File: src/rtl/arbiter_pkg.sv
// Shared arbiter constants and helpers, used by the round-robin family of arbiters.
package arbiter_pkg;

  localparam logic ARB_MODE_RR    = 1'b0;
  localparam logic ARB_MODE_FIXED = 1'b1;

  // Select width for n requesters; a single port still gets a 1-bit select.
  function automatic int unsigned sel_width(input int unsigned n);
    return (n > 1) ? $clog2(n) : 1;
  endfunction

endpackage

File: src/rtl/rr_pick.sv
// Combinational round-robin / fixed-priority picker. Searches the request vector starting at
// start_i (or at port 0 in fixed mode), wrapping, using a doubled vector and find-first-one.
module rr_pick
  import arbiter_pkg::*;
#(
  parameter int unsigned NUM_PORTS = 5,
  parameter int unsigned SEL_WIDTH = sel_width(NUM_PORTS)
) (
  input  logic [NUM_PORTS-1:0] req_i,
  input  logic [SEL_WIDTH-1:0] start_i,
  input  logic                 mode_i,
  output logic [SEL_WIDTH-1:0] winner_o,
  output logic                 valid_o
);

  logic [2*NUM_PORTS-1:0] dbl;
  int                     base;
  int                     hit;

  always_comb begin
    dbl      = {req_i, req_i};
    base     = (mode_i == ARB_MODE_FIXED) ? 0 : int'(start_i);
    hit      = -1;
    winner_o = '0;
    valid_o  = |req_i;
    // The upper copy covers the wrap, so any request is found within NUM_PORTS of base.
    for (int j = 0; j < 2 * NUM_PORTS; j++) begin
      if (hit < 0 && j >= base && dbl[j]) begin
        hit = j;
      end
    end
    if (hit >= int'(NUM_PORTS)) begin
      hit = hit - int'(NUM_PORTS);
    end
    if (hit >= 0) begin
      winner_o = SEL_WIDTH'(hit);
    end
  end

endmodule

File: src/rtl/wrr_arbiter.sv
// Weighted round-robin arbiter with burst hold credits and a run-time fixed-priority mode.
// Grant, select and active are all registered.
module wrr_arbiter
  import arbiter_pkg::*;
#(
  parameter int unsigned NUM_PORTS    = 5,
  parameter int unsigned SEL_WIDTH    = sel_width(NUM_PORTS),
  parameter int unsigned WEIGHT_WIDTH = 4
) (
  input  logic                              clk,
  input  logic                              rst,
  input  logic [NUM_PORTS-1:0]              request,
  input  logic [NUM_PORTS*WEIGHT_WIDTH-1:0] weight,
  input  logic                              mode,
  output logic [NUM_PORTS-1:0]              grant,
  output logic [SEL_WIDTH-1:0]              select,
  output logic                              active
);

  logic [NUM_PORTS-1:0]    grant_q, grant_d;
  logic [SEL_WIDTH-1:0]    select_q, select_d;
  logic                    active_q, active_d;
  logic [WEIGHT_WIDTH-1:0] credit_q, credit_d;
  logic [SEL_WIDTH-1:0]    ptr_q, ptr_d;

  logic                    owner_req;
  logic                    hold;
  logic [SEL_WIDTH-1:0]    start_idx;
  logic [SEL_WIDTH-1:0]    pick_idx;
  logic                    pick_valid;
  logic [WEIGHT_WIDTH-1:0] pick_weight;

  // Search begins one past the last RR winner; reset value NUM_PORTS-1 starts at port 0.
  assign start_idx = (ptr_q == SEL_WIDTH'(NUM_PORTS - 1)) ? '0 : ptr_q + SEL_WIDTH'(1);

  rr_pick #(
    .NUM_PORTS (NUM_PORTS),
    .SEL_WIDTH (SEL_WIDTH)
  ) u_rr_pick (
    .req_i    (request),
    .start_i  (start_idx),
    .mode_i   (mode),
    .winner_o (pick_idx),
    .valid_o  (pick_valid)
  );

  always_comb begin
    owner_req   = 1'b0;
    pick_weight = '0;
    for (int p = 0; p < NUM_PORTS; p++) begin
      if (select_q == SEL_WIDTH'(p)) begin
        owner_req = request[p];
      end
      if (pick_idx == SEL_WIDTH'(p)) begin
        pick_weight = weight[p*WEIGHT_WIDTH +: WEIGHT_WIDTH];
      end
    end
  end

  assign hold = active_q && owner_req && (credit_q != '0);

  always_comb begin
    grant_d  = grant_q;
    select_d = select_q;
    active_d = active_q;
    credit_d = credit_q;
    ptr_d    = ptr_q;
    if (hold) begin
      credit_d = credit_q - WEIGHT_WIDTH'(1);
    end else if (pick_valid) begin
      select_d = pick_idx;
      active_d = 1'b1;
      credit_d = pick_weight;
      for (int p = 0; p < NUM_PORTS; p++) begin
        grant_d[p] = (pick_idx == SEL_WIDTH'(p));
      end
      // Fixed mode leaves the rotation where RR last left it.
      if (mode == ARB_MODE_RR) begin
        ptr_d = pick_idx;
      end
    end else begin
      grant_d  = '0;
      active_d = 1'b0;
      credit_d = '0;
    end
  end

  always_ff @(posedge clk) begin
    if (rst) begin
      grant_q  <= '0;
      select_q <= '0;
      active_q <= 1'b0;
      credit_q <= '0;
      ptr_q    <= SEL_WIDTH'(NUM_PORTS - 1);
    end else begin
      grant_q  <= grant_d;
      select_q <= select_d;
      active_q <= active_d;
      credit_q <= credit_d;
      ptr_q    <= ptr_d;
    end
  end

  assign grant  = grant_q;
  assign select = select_q;
  assign active = active_q;

  a_grant_onehot0 : assert property (@(posedge clk) disable iff (rst) $onehot0(grant_q));
  a_active_match  : assert property (@(posedge clk) disable iff (rst) active_q == (|grant_q));

endmodule

File: config.mk
export PLATFORM = sky130hd
export DESIGN_NAME = wrr_arbiter
export DESIGN_NICKNAME = d
export VERILOG_FILES = /design/src/rtl/arbiter_pkg.sv /design/src/rtl/rr_pick.sv /design/src/rtl/wrr_arbiter.sv
export SDC_FILE = /design/constraint.sdc
export NUM_CORES = 1
export LEC_CHECK = 0
export ABC_AREA = 0
export CAP_MARGIN = 15
export CORE_MARGIN = 1
export CORE_UTILIZATION = 40
export CTS_CLUSTER_DIAMETER = 40
export DETAILED_ROUTE_END_ITERATION = 6
export GPL_TIMING_DRIVEN = 0
export PLACE_DENSITY = 0.73
export SYNTH_ARGS = -nofsm -noshare
export SYNTH_HDL_FRONTEND = slang
export SYNTH_SLANG_ARGS = --single-unit
File: constraint.sdc
create_clock -name clk -period 5.1 [get_ports clk]
set_input_delay 1.02 -clock clk [delete_from_list [all_inputs] [get_ports clk]]
set_output_delay 1.02 -clock clk [all_outputs]
set_load 0.05 [all_outputs]
==> impl_metrics.csv <==
group,metric,value,unit
run_status,run_status,"finished, final reports clean",
sta,skew,0.00114,ns
final_layout,seqCellArea,320,um2
power_and_ir_drop,power.leakage,0.824,nW
setup_path,cp_top_family,"compound AO/OA/AOI/OAI gates",
synth,syn_inst,193,
routing,drt-total-wl,4.07,mm
sta,holdWs,0.471,ns
floorplan,die_y,63.4,um
synth,yosysWarnings,0,
floorplan,io_pins,37,
synth,synth_nets,228,
global_route,antenna_found_initial,0,
setup_path,worstPathArrival,4.79,ns
setup_path,cp_common_cell,"a21oi_1",
place,dpl.hpwl,3.11,mm
synth,synth-edff-count,0,
routing,route.vias.total,1591,
sta,finalHoldViolCount,0,
global_route,track_usage,21.5,%
synth,netlist.area_leader.share,21.2,%
floorplan,core_region_area,3470,um2
routing,drc,0,
synth,avgSynthCellArea,7.81,um2
setup_path,critPathLaunchType,"primary input",
floorplan,initial_core_util,43.5,%
floorplan,rows,21,
global_route,grt_pass1_wl,6.97,mm
routing,antenna_left,0,
cts,cts-htree-levels,1,
final_layout,finalNetCount,272,
cts,clock-sinks,16,
sta,period_minus_slack,4.66,ns
power_and_ir_drop,power.density_cell_area,497,nW/um2
sta,post-route-period-util,91.3,%
final_layout,syn2layout_area_growth,34.2,%
final_layout,fillers,333,
final_layout,drive_gt1_share,14.0,%
synth,yosys-top-cells-area,"dfxtp_1 (21%), nor2_1 (7.2%), ha_1 (5.8%)",
setup_path,slowest_delay,0.47,ns
setup_path,critPathRequiredTime,5.23,ns
setup_path,end_kind,"register",
sta,relSlewSlack,50.3,%
floorplan,die-area,4020,um2
synth,synth_cell_types,57,
synth,synth_seq_cells,16,
routing,routed_via_density,5.66,
final_layout,antenna_cells,0,
setup_path,cp_cell_sequence,"clkdlybuf4s50_1, inv_1, o2bb2ai_1, a21oi_1, o221ai_2, ha_1, a21oi_1, ha_2, nor2_1, nand3_1, o221ai_4, or4_1, buf_2, nand2_2, a21boi_4, a22o_1, o41ai_1",
synth,synth_area,1510,um2
sta,fmax,0.215,GHz
sta,final_max_slew_viol_count,0,
cts,cts_buffer_depth,2,
synth,synth_ff_type,"dfxtp_1",
synth,synth_area_leader_cell,"dfxtp_1",
setup_path,crit_path_max_fanout,9,
cts,cts_root_buffer,"clkbuf_8",
global_route,grt_pass1_vias,1526,
routing,avgRoutedWirePerCell,14.5,um
sta,tightest_slew,0.743,ns
synth,async_reset_ff_share,0,%
cts,cts_tree,"done",
floorplan,die_x,63.4,um
synth,synth.most_common_cell,"nor2_1",
job,maxCapViolCount,0,
hold_path,hp-class,"register to register",
place,port_buffers,35,
place,place_ws,-0.337,ns
routing,first_pass_iters,5,
final_layout,multi_input_area,1150,um2
place,routabilityCongestion,0.885,
routing,first_iter_violations,88,
synth,ys_seq_area_share,21.2,%
cts,cts_buffers,3,
global_route,grt_max_degree,11,
cts,clk_pin_slew,0.06,ns
synth,yosys-top-cells-count,"nor2_1 (29), nand2_1 (18), dfxtp_1 (16), a21oi_1 (11), inv_1 (11)",
setup_path,critPathKind,"primary input to register",
sta,rsz0062_at_grt,"false",
setup_path,crit_buf_inv,3,
setup_path,critPathSlowestCell,"clkdlybuf4s50_1",
sta,setup_viol,0,
sta,fin_ws,0.445,ns
power_and_ir_drop,total_power,0.00101,W
power_and_ir_drop,ir_drop,0.245,mV
cts,insertion_delay,0.24,ns
global_route,grt_overflow_total,0,
report_power, final:
| part | internal [W] | switching, W |
|---|---|---|
| combinational | 0.000293 | 0.000429 |
| sequential | 0.000163 | 0.0000296 |
| clock | 0.0000523 | 0.0000405 |
metrics by stage:
step / utilization (%) / setup TNS [ns] / instance area (um2) / instances
detailed placement: 55.2 / -1.16 / 1920 / 274
floorplan: - / 0 / 1510 / 193
global route: 58.3 / 0 / 2020 / 281
finish: 58.3 / 0 / 2020 / 281
global placement: 55.2 / -1.15 / 1920 / 274
CTS: 56.6 / 0 / 1960 / 277
worst reg2reg max path, cell delays in order, from the launching register on:
cell	delay, ns
dfxtp_1	0.44
inv_1	0.08
ha_1	0.21
or3b_4	0.41
a211oi_2	0.26
o2bb2ai_1	0.20
a21oi_1	0.20
o221ai_2	0.18
ha_1	0.29
a21oi_1	0.15
ha_2	0.27
nor2_1	0.05
nand3_1	0.16
o221ai_4	0.19
or4_1	0.43
buf_2	0.17
nand2_2	0.09
a21boi_4	0.30
a311oi_1	0.11
a2111oi_2	0.31
area by class of cell:
cell class                 count  area share, %
inverter                      11           2.04
buffer                         4          0.804
clock buffer                   3           2.04
timing repair buffer          39           19.4
tap                           46           2.84
sequential                    16           15.8
multi-input combinational    162           57.0
sequential cells by signal, summed over array words and instances (netlist names):
| signal | flops |
|---|---|
| grant | 5 |
| credit_q | 4 |
| ptr_q | 3 |
| select | 3 |
| active | 1 |
layout by cell type, fill, tap and decap left out, types with 2 or more instances in the layout:
cell type         n
inv_1            11
nand2_2           2
o2bb2ai_1         5
clkdlybuf4s50_1  30
a211o_1           2
dfxtp_1          16
clkbuf_8          3
nand2b_1          6
nor2_1           29
a311oi_1          3
a21o_1            5
ha_1              6
o22ai_1           3
nand2_1          17
and2_1            2
nand4_1           2
a21oi_1          11
or2_2             3
dlymetal6s2s_1    5
buf_4             4
a21oi_2           2
nor3_1            2
nand3_1           9
clkbuf_1          2
a211oi_1          5
a22oi_1           2
mux2i_1           3
o221ai_2          2
xor2_1            2
a32oi_1           4
nor2b_1           5
worst paths after layout:
check                                start     endpoint  slack, ns  depth (start not counted)
worst min-delay path              grant[0]     grant[0]       0.47                          2
worst max-delay path            request[4]  credit_q[0]       0.44                         17
worst min register to register    grant[0]     grant[0]       0.47                          2
worst max register to register    ptr_q[0]  credit_q[3]       0.49                         19
metal layers:
layer / routed length [um] / up-vias / part of all wire [%] / track usage (%)
met5: 0 / - / 0 / 0
met4: 32 / 0 / 0.79 / 5.40
met3: 262 / 4 / 6.4 / 5.62
met2: 1850 / 57 / 45 / 33.0
met1: 1930 / 726 / 47 / 29.6
li1: - / 804 / - / -
kinds of logic after synthesis:
logic type                 after synthesis  share of synthesized area, %
adders and majority gates                7                          5.81
buffers and inverters                   15                          3.82
and+or+nand+nor                         85                          27.7
AOI/OAI and AO/OA                       61                          34.9
DFF                                     16                          21.2
xor gates and xnor gates                 4                          2.32
muxes                                    5                          4.23
timing repair:
action                                  4_1_cts  5_1_grt
endpoints found under the setup margin        2        5
pin swaps                                     0        2
hold buffers                                  0        0
setup buffers                                 0        4
gates resized for setup                       1       10
No activity file was read; power rests on OpenSTA's default activity.
